$ cat config.mk
export PLATFORM = sky130hd
export DESIGN_NAME = alu_exec_seq
export DESIGN_NICKNAME = d
export VERILOG_FILES = /design/src/rtl/alu_exec_pkg.sv /design/src/rtl/alu_regbank.sv /design/src/rtl/alu_exec_seq.sv
export SDC_FILE = /design/constraint.sdc
export NUM_CORES = 1
export LEC_CHECK = 0
export BUFFER_PORTS_ARGS = -buffer_cell sky130_fd_sc_hd__buf_2
export CAP_MARGIN = 20
export CORE_AREA = 2 2 121 123
export DETAILED_ROUTE_END_ITERATION = 8
export DIE_AREA = 0 0 123 125
export GPL_ROUTABILITY_DRIVEN = 0
export PLACE_DENSITY_LB_ADDON = 0.08
export REMOVE_ABC_BUFFERS = 1
export SKIP_LAST_GASP = 1
export SLEW_MARGIN = 15
export SYNTH_ARGS = -nofsm -noshare
export SYNTH_HDL_FRONTEND = slang
export SYNTH_HIERARCHICAL = 1
export SYNTH_SLANG_ARGS = --single-unit
$ cat constraint.sdc
create_clock -name clk -period 2.4 [get_ports clk]
set_input_delay 0.24 -clock clk [delete_from_list [all_inputs] [get_ports clk]]
set_output_delay 0.24 -clock clk [all_outputs]
set_load 0.02 [all_outputs]
$ cat src/rtl/alu_exec_pkg.sv
// Shared definitions for the ALU execute sequencer: FSM encoding, instruction
// field positions and default widths.
package alu_exec_pkg;

  localparam int DEF_DATA_W = 8;
  localparam int DEF_FUN_W  = 3;
  localparam int DEF_FLAG_W = 3;

  localparam int INSTR_W       = 16;
  localparam int INSTR_FUN_MSB = 15;
  localparam int INSTR_RD_MSB  = 12;
  localparam int INSTR_RX_MSB  = 9;
  localparam int INSTR_RY_MSB  = 6;
  localparam int INSTR_WBI_BIT = 3;

  typedef enum logic [1:0] {
    IDLE = 2'd0,
    READ = 2'd1,
    EXEC = 2'd2,
    WB   = 2'd3
  } state_t;

endpackage

$ cat src/rtl/alu_regbank.sv
// 8-entry register bank: two combinational operand read ports, a debug read
// port and a single synchronous write port.
module alu_regbank #(
  parameter int DATA_W = 8
) (
  input  logic              clk,
  input  logic              rst_n,
  input  logic              we,
  input  logic [2:0]        waddr,
  input  logic [DATA_W-1:0] wdata,
  input  logic [2:0]        raddr_a,
  output logic [DATA_W-1:0] rdata_a,
  input  logic [2:0]        raddr_b,
  output logic [DATA_W-1:0] rdata_b,
  input  logic [2:0]        dbg_addr,
  output logic [DATA_W-1:0] dbg_data
);

  logic [DATA_W-1:0] regs [8];

  always_ff @(posedge clk or negedge rst_n) begin
    if (!rst_n) begin
      for (int i = 0; i < 8; i++) regs[i] <= '0;
    end else if (we) begin
      regs[waddr] <= wdata;
    end
  end

  assign rdata_a  = regs[raddr_a];
  assign rdata_b  = regs[raddr_b];
  assign dbg_data = regs[dbg_addr];

endmodule

$ cat src/rtl/alu_exec_seq.sv
// Multi-cycle execute sequencer in front of the combinational alu.
// Optional macro ALU_EXEC_WB_INHIBIT_EN: instr[3]=1 suppresses the register write.
module alu_exec_seq
  import alu_exec_pkg::*;
#(
  parameter int DATA_W = DEF_DATA_W,
  parameter int FUN_W  = DEF_FUN_W,
  parameter int FLAG_W = DEF_FLAG_W
) (
  input  logic               clk,
  input  logic               rst_n,
  input  logic               in_valid,
  output logic               in_ready,
  input  logic [INSTR_W-1:0] in_instr,
  input  logic               ld_en,
  input  logic [2:0]         ld_addr,
  input  logic [DATA_W-1:0]  ld_data,
  output logic [FUN_W-1:0]   alu_fun,
  output logic [DATA_W-1:0]  alu_rx,
  output logic [DATA_W-1:0]  alu_ry,
  input  logic [DATA_W-1:0]  alu_result,
  input  logic [FLAG_W-1:0]  alu_band,
  output logic               done,
  output logic [FLAG_W-1:0]  flags,
  input  logic [2:0]         dbg_addr,
  output logic [DATA_W-1:0]  dbg_data,
  output state_t             dbg_state
);

  // Handshake: an instruction transfers on a rising edge where in_valid and
  // in_ready are both high; in_ready is high only in IDLE and the upstream
  // must hold in_instr stable until that edge.
  state_t             state;
  logic [FUN_W-1:0]   i_fun;
  logic [2:0]         i_rd, i_rx, i_ry;
  logic               i_wbi;
  logic [DATA_W-1:0]  res;
  logic [FLAG_W-1:0]  flg;
  logic [DATA_W-1:0]  rdata_a, rdata_b;
  logic               accept, inhibit, we;
  logic [2:0]         waddr;
  logic [DATA_W-1:0]  wdata;

  assign accept = (state == IDLE) && in_valid;

`ifdef ALU_EXEC_WB_INHIBIT_EN
  logic unused_rsvd;
  assign unused_rsvd = ^in_instr[2:0];
  assign inhibit     = i_wbi;
`else
  logic unused_rsvd;
  assign unused_rsvd = ^{in_instr[3:0], i_wbi};
  assign inhibit     = 1'b0;
`endif

  // Writeback owns the port in WB; preload only wins in IDLE with no accept.
  always_comb begin
    we    = 1'b0;
    waddr = ld_addr;
    wdata = ld_data;
    if (state == WB) begin
      we    = !inhibit;
      waddr = i_rd;
      wdata = res;
    end else if ((state == IDLE) && ld_en && !in_valid) begin
      we = 1'b1;
    end
  end

  always_ff @(posedge clk or negedge rst_n) begin
    if (!rst_n) begin
      state    <= IDLE;
      in_ready <= 1'b1;
      done     <= 1'b0;
      flags    <= '0;
      alu_fun  <= '0;
      alu_rx   <= '0;
      alu_ry   <= '0;
      i_fun    <= '0;
      i_rd     <= '0;
      i_rx     <= '0;
      i_ry     <= '0;
      i_wbi    <= 1'b0;
      res      <= '0;
      flg      <= '0;
    end else begin
      case (state)
        IDLE: begin
          if (accept) begin
            i_fun    <= in_instr[INSTR_FUN_MSB -: FUN_W];
            i_rd     <= in_instr[INSTR_RD_MSB -: 3];
            i_rx     <= in_instr[INSTR_RX_MSB -: 3];
            i_ry     <= in_instr[INSTR_RY_MSB -: 3];
            i_wbi    <= in_instr[INSTR_WBI_BIT];
            in_ready <= 1'b0;
            state    <= READ;
          end
        end
        READ: begin
          alu_fun <= i_fun;
          alu_rx  <= rdata_a;
          alu_ry  <= rdata_b;
          state   <= EXEC;
        end
        EXEC: begin
          res   <= alu_result;
          flg   <= alu_band;
          done  <= 1'b1;
          state <= WB;
        end
        WB: begin
          flags    <= flg;
          done     <= 1'b0;
          in_ready <= 1'b1;
          state    <= IDLE;
        end
        default: state <= IDLE;
      endcase
    end
  end

  assign dbg_state = state;

  alu_regbank #(.DATA_W(DATA_W)) u_regbank (
    .clk      (clk),
    .rst_n    (rst_n),
    .we       (we),
    .waddr    (waddr),
    .wdata    (wdata),
    .raddr_a  (i_rx),
    .rdata_a  (rdata_a),
    .raddr_b  (i_ry),
    .rdata_b  (rdata_b),
    .dbg_addr (dbg_addr),
    .dbg_data (dbg_data)
  );

endmodule

* After elaboration in Yosys (flattened, before gate mapping) *
Cells that the tools add are included.

cells by class
  reduce and logical (&&, ||, !) cells = 10
  order comparisons = 5
  add/subtract/negate cells = 0
  shift-type cells = 0
  div/mod/pow operators = 0
  $mul = 0
  muxes and demuxes = 21
  eq/ne operators = 4
  bitwise gates (word level) = 4

operators by type and width
  kind                count
  $bmux 8 s3          3
  $bwmux 64           1
  $mux 8              8
  $demux 8 s3         1
  $ge 4x4->1 const B  4
  $not 3->4           4
  $pmux 2 s4          1
  $eq 2x2->1 const B  2
  $logic_and 1x1->1   4
  $lt 4x1->1 const B  1
  $pmux 1 s2          2
  $reduce_and 2->1    2
  $reduce_bool 2->1   2
  $mux 1              3
  $mux 3              1
  $eq 2x1->1 const B  1
  $logic_not 2->1     1
  $mux 2              1
  $ne 2x2->1 const B  1
  $logic_not 1->1     1

word-level totals
  bits in latches = 0
  bits in read-only memories = 0
  memories kept = 0
  register bits = 113
  RAM bits = 0
  bits of input ports = 45

* Depth between registers and ports, before layout *
Gate-level depths: netlist of run 1.

  depth after elaboration = 8
  mapped depth = 8
  mapped depth without buffers = 6

* Hierarchy *
Netlist of run 1, hierarchy kept.

modules (own cells, without submodules)
  module        instances  area an instance (um^2)  cells each
  alu_regbank   1          4078.9                   230
  alu_exec_seq  1          2108.3                   129

* Worst setup path after synthesis of run 1 *
OpenSTA, ideal clock, no wires.

  kind = register -> register
  start = register state[1] (netlist: dbg_state[1])
  end = register u_regbank/regs[56] in the netlist's numbering
  cell stages (with the launch flop) = 7
  slack = 0.130 ns
  setup time = 0.125 ns
  period minus slack after synthesis = 2.270 ns
  path buffers = 2
  arrival time = 2.145 ns
  path through = dfrtp_1 ha_1 buf_6 mux2_2 buf_2 nor4b_4 mux2_2

between the ends
  cells in the longest elaborated chain, start to end = 8

RTL lines
  item                                                                   line                 source
  from (decl)                                                            alu_exec_seq.sv:33   state_t state;
  from (signal assigned)                                                 alu_exec_seq.sv:72   state <= IDLE;
  from (signal assigned)                                                 alu_exec_seq.sv:96   state <= READ;
  from (signal assigned)                                                 alu_exec_seq.sv:103  state <= EXEC;
  $eq 2x2->1 (*)                                                         alu_exec_seq.sv:61   if (state == WB) begin
  $mux 3 (*)                                                             alu_exec_seq.sv:61
  named net waddr[2]                                                     alu_exec_seq.sv:41   logic [2:0] waddr;
  $not 3->4 (not written as such) (*)                                    alu_regbank.sv:25    regs[waddr] <= wdata;
  $ge 4x4->1 (not written as such) / $lt 4x1->1 (equally long branches)  alu_regbank.sv:25
  $logic_and 1x1->1 (not written as such)                                alu_regbank.sv:25
  $mux 8 (not written as such)                                           alu_regbank.sv:25
  $demux 8 s3 (*)                                                        alu_regbank.sv:25
  $bwmux 64 (*)                                                          alu_regbank.sv:25
  to (signal, indexed assignment)                                        alu_regbank.sv:25
  to (decl)                                                              alu_regbank.sv:19    logic [DATA_W-1:0] regs [8];

Mark *: on every way through the listed nets, which the timed path passes. The rest lies on a longest branch.
A chain may end at the register's enable or synchronous reset.

* Final worst setup path of run 1 *
  start = register state[1] (netlist: dbg_state[1])
  end = register u_regbank/regs[50] in the netlist's numbering

The elaborated chain is that of the path after synthesis.

==> impl_metrics.yaml, run 1 <==
run_status:
  status: "finished clean"
pwr:
  power.internal_uw: 7460
  swShare: 0.326
  combPwrFrac: 0.430
  seqPwrFrac: 0.342
  p_leak_uw: 0.00333
  power_density_nw_per_um2: 1500
  ir_drop_mv: 0.559
  p_switching_uw: 3600
  clockPowerShare: 0.228
sta:
  min_period_ps: 2220
  hold_viol: 0
  tightest_slew_ps: 838
  max-slew-margin-rel: 0.441
  finalCritPeriodShare: 0.924
  fmax_mhz: 451
  whs_ps: 60.4
  finalClockSkew_ps: 6.98
  rsz0062_at_grt: "false"
  finalSetupViolCount: 0
  finalMaxSlewViolations: 0
clock_network:
  cts_resized: 0
  cts_hold_buf: 1
  cts_tree: "done"
  clock-sinks: 113
  clk_path_buf_depth: 2
  postCtsSetupBuffers: 0
  cts_made_buffers: 17
  clock_latency_ps: 410
  root_buffer: "clkbuf_16"
  htreeDepth: 4
  clkTransAtPathRegs_ps: 50
die:
  num_io_pins: 79
  die_area_um2: 15400
  die_height_um: 125
  coreArea_um2: 14200
  start_util: 0.436
  die_x_um: 123
  std_cell_rows: 44
placement:
  dp.cells: 607
  dp_hpwl_um: 9080
  placement.io_buffers: 74
  place_area_um2: 6750
final_layout:
  fin_util: 0.518
  num-fill-cells: 1192
  drive_gt1_frac: 0.605
  diodes: 0
  instances_no_fill: 640
  area_growth_pct: 18.8
  design_area_um2: 7350
  nNetsFinal: 493
synthesis:
  avgSynthCellArea_um2: 17.2
  synth_warnings: 6
  synthesis.area_um2: 6190
  synth_seq_cells: 113
  synth_top_area_frac: 0.453
  synth_flop_cell: "dfrtp_1"
  post_synth_num_cell_types: 24
  netlist_instances: 359
  synth_edf_count: 0
  synth-seq-area-share: 0.457
  yosysMostFrequentCell: "mux2_2"
  ys_top_cells_by_count: "134 x mux2_2, 112 x dfrtp_1, 41 x mux4_1"
  synth_area_leaders: "dfrtp_1 45%, mux2_2 24%, mux4_1 17%, mux2_4 2.7%, mux4_2 2.5%"
  yosysTopAreaCell: "dfrtp_1"
  async_flop_share: 1.00
worst_setup_path:
  arrival_ps: 2510
  cp_data_required_time_ps: 2690
  setup.worst_path.class: "register to register"
  end_kind: "register"
  start_kind: "register"
  cp_max_fo: 8
grt:
  antenna_found_initial: 0
  grtUsageTotal: 0.196
  grt_pass1_vias: 3811
  grt_max_degree: 52
  grt_first_pass_wirelength_um: 21900
  grt_overflow: 0
routing:
  num_vias: 3586
  dr.max_layer_used: "met4"
  route.met2.wl_um: 7480
  m1WireLength_um: 5970
  viasPerCell: 5.60
  routedWlPerCell_um: 22.1
  wl_met3_um: 566
  drtPass1Iterations: 4
  drt_iter0_drc: 225
  wl_um: 14200
  ant_nets: 0
  drc_errors: 0
min_path:
  min_path_type: "input pin to register"
job:
  drv_cap: 0
[metal layers]
| layer | track usage | vias to the layer above |
|---|---|---|
| met5 | 0 | - |
| met4 | 0.0501 | 0 |
| met3 | 0.0511 | 11 |
| met2 | 0.339 | 77 |
| met1 | 0.243 | 1900 |
| li1 | - | 1598 |
[state kept, by name, summed over array words and instances, names as in the netlist, 8 cells and up]
signal          cells
alu_ry              8
res                 8
u_regbank/regs     64
alu_rx              8
[final cells by class]
cell class / count / area (um^2) / area share
multi-input combinational: 216 / 3120 / 0.425
sequential: 113 / 2830 / 0.385
tap: 184 / 230 / 0.0313
inverter: 2 / 7.51 / 0.00102
timing repair buffer: 93 / 568 / 0.0773
clock buffer: 28 / 527 / 0.0716
clock inverter: 4 / 70.1 / 0.00953
[power groups by stage]
stage / combinational, uW / sequential [uW] / clock [uW]
6_report: 4760 / 3780 / 2520
5_1_grt: 5140 / 3930 / 2660
4_1_cts: 4830 / 3780 / 2570
3_5_place_dp: 4810 / 3800 / 0
3_3_place_gp: 4750 / 3760 / 0
2_1_floorplan: 3290 / 3810 / 0
[cells in the final DEF (no fill, tap or decap), drive strengths merged, types with 2 or more instances in the layout]
master  instances
inv             2
mux2i           2
mux2          145
mux4           48
nand4b          3
clkbuf         28
buf            92
nor2            4
nor4bb          3
bufinv          2
dfrtp         112
ha              5
clkinv          2
[stage by stage]
step	total power [uW]	TNS [ps]	worst slack, ps
after CTS	11200	0	163
final	11100	0	183
after global routing	11700	0	3.17
after floorplan	7100	-14430	-573
after global placement	8510	0	225
after detailed placement	8620	0	183
[kinds of logic (layout without fill, tap and decap cells)]
family / Yosys count / count (layout) / synth area share
adder cells (fa/ha/maj): 5 / 5 / 0.0101
AO/OA/AOI/OAI: 2 / 2 / 0.00222
flip-flops: 113 / 113 / 0.457
buffers and inverters: 30 / 127 / 0.0382
AND/OR/NAND/NOR: 14 / 14 / 0.0188
multiplexers: 195 / 195 / 0.473
[worst paths after layout]
path / from / endpoint / slack [ps] / depth (start not counted)
worst max-delay path: dbg_state[1] / u_regbank/regs[50] / 180 / 5
worst min-delay path: in_instr[11] / i_rd[1] / 60 / 2
worst max register to register: dbg_state[1] / u_regbank/regs[50] / 180 / 5
worst min register to register: flg[0] / flags[0] / 500 / 1
max in group asynchronous: rst_n / in_ready / 1280 / 3
min in group asynchronous: rst_n / alu_ry[7] / 330 / 2
[worst max-delay path, stage by stage (launching register included)]
cell and delay, ps:
dfrtp_1 410, ha_1 290, mux2_2 440, nor4bb_1 320, buf_4 280, mux2_2 360
No activity file was read; power rests on OpenSTA's default activity.
==> run 2: changes to the inputs <==
==> constraint.sdc (replaced) <==
create_clock -name clk -period 2.09 [get_ports clk]
set_input_delay 0.209 -clock clk [delete_from_list [all_inputs] [get_ports clk]]
set_output_delay 0.209 -clock clk [all_outputs]
set_load 0.02 [all_outputs]
==> run 2 against run 1 <==
  * Register-to-register slack lost 130 ps
  * Critical path type unchanged
  * Total power grew 18%
  * Largest cell class unchanged
  * Hold slack lost 36 ps
  * Largest power group unchanged
==> impl_metrics.yaml, run 2 (synthesis gave the netlist of run 1 again) <==
routing:
  drtPass1Iterations: 4
  wl_um: 14200
  num_vias: 3617
  drt_iter0_drc: 170
  viasPerCell: 5.53
  drc_errors: 0
  routedWlPerCell_um: 21.7
  ant_nets: 0
clock_network:
  clkTransAtPathRegs_ps: 50
  clock-sinks: 113
  clock_latency_ps: 410
  root_buffer: "clkbuf_16"
  htreeDepth: 4
  cts_made_buffers: 17
  clk_path_buf_depth: 2
  cts_tree: "done"
grt:
  grt_overflow: 0
  grt_max_degree: 45
  grtUsageTotal: 0.197
  antenna_found_initial: 0
  grt_pass1_vias: 3819
  grt_first_pass_wirelength_um: 22000
die:
  start_util: 0.436
  die_x_um: 123
  num_io_pins: 79
  die_height_um: 125
  die_area_um2: 15400
  coreArea_um2: 14200
  std_cell_rows: 44
worst_setup_path:
  r2r_slack_ps: 60
  setup.worst_path.class: "register to register"
  rr_worst_depth: 5
  cp_data_required_time_ps: 2380
  r2r_end: "u_regbank/regs[40]"
  arrival_ps: 2320
  end_kind: "register"
  critical_path.startpoint: "dbg_state[0]"
  r2r_start: "dbg_state[0]"
  start_kind: "register"
  cp_max_fo: 8
pwr:
  p_switching_uw: 4230
  seqPwrFrac: 0.324
  power.internal_uw: 8860
  clockPowerShare: 0.218
  combPwrFrac: 0.457
  power_density_nw_per_um2: 1720
  swShare: 0.323
  ir_drop_mv: 0.711
  p_leak_uw: 0.00345
placement:
  place_area_um2: 6950
  pre_cts_ws_ps: -73.5
  dp.cells: 622
  placement.io_buffers: 74
  dp_hpwl_um: 9390
final_layout:
  nNetsFinal: 510
  drive_gt1_frac: 0.632
  top_register: "u_regbank/regs"
  instances_no_fill: 654
  diodes: 0
  final_common_cell: "mux2_2"
  design_area_um2: 7590
  area_growth_pct: 22.7
  num-fill-cells: 1189
  largest_reg_flops: 64
  most-common-layout-cells: "131 x mux2_2, 112 x dfrtp_1, 73 x buf_2"
sta:
  min_period_ps: 2030
  fin_ws_ps: 56.0
  whs_ps: 24.3
  fmax_mhz: 492
  finalSetupViolCount: 0
  rsz0062_at_grt: "true"
  finalMaxSlewViolations: 0
  max-slew-margin-rel: 0.602
  tightest_slew_ps: 597
  hold_viol: 0
  finalClockSkew_ps: 6.49
  finalCritPeriodShare: 0.973
min_path:
  min_from: "in_instr[12]"
  hold_end: "i_rd[2]"
  min_path_cells: 2
  min_path_type: "input pin to register"
run_status:
  status: "finished clean"
job:
  drv_cap: 0
run 2: cell count changes in the layout (fill, tap and decap cells not counted), sizes merged:
cell	before	now
clkbuf	28	22
clkinv	2	4
buf	92	109
bufinv	2	3
run 2: per-layer routing:
metal / wire length (um) / share of wire / track usage / vias to the layer above
met5: 0 / 0 / 0 / -
met4: 185 / 0.013 / 0.0668 / 0
met3: 425 / 0.030 / 0.0397 / 12
met2: 7490 / 0.53 / 0.335 / 68
met1: 6070 / 0.43 / 0.249 / 1902
li1: - / - / - / 1635
run 2: final cells by class:
class,instances,area (um^2),area share
Timing Repair Buffer,110,783,0.103
Tap cell,184,230,0.0303
Sequential cell,113,2830,0.373
Clock buffer,22,464,0.0612
Clock inverter,7,110,0.0145
Multi-Input combinational cell,216,3170,0.417
Inverter,2,7.51,0.000989
run 2: power by group through the flow:
stage                     clock (uW)  sequential [uW]  combinational [uW]
after floorplan                    0             4380                3780
after global placement             0             4190                5870
after detailed placement           0             4270                5980
after CTS                       2920             4240                6020
after global routing            3020             4420                6420
final                           2850             4240                5980
run 2: worst max-delay path by stage:
| stage | endpoint | slack (ps) | depth (start not counted) |
|---|---|---|---|
| floorplan | u_regbank/regs[40] | -880 | 4 |
| global placement | u_regbank/regs[41] | -10 | 5 |
| detailed placement | u_regbank/regs[40] | -70 | 5 |
| CTS | u_regbank/regs[24] | 10 | 5 |
| global route | u_regbank/regs[49] | -20 | 5 |
| finish | u_regbank/regs[40] | 60 | 5 |
run 2: stage by stage:
step | total power [uW] | TNS, ps | utilization
after floorplan | 8160 | -32260 | -
after global placement | 10100 | -107 | 0.489
after detailed placement | 10200 | -519 | 0.489
after CTS | 13200 | 0 | 0.531
after global routing | 13900 | -129 | 0.534
final | 13100 | 0 | 0.534
run 2: critical path: stages (launching register included):
cell and delay, ps:
dfrtp_1 420, ha_4 210, mux2_4 350, nor4bb_2 320
buf_4 260, mux2_2 350
run 2: what timing repair did:
action	CTS	global route
pin swaps	0	2
hold buffers	1	0
endpoints found under the setup margin	10	53
endpoints found under the hold margin	39	0
setup buffers	0	2
gates resized for setup	4	6
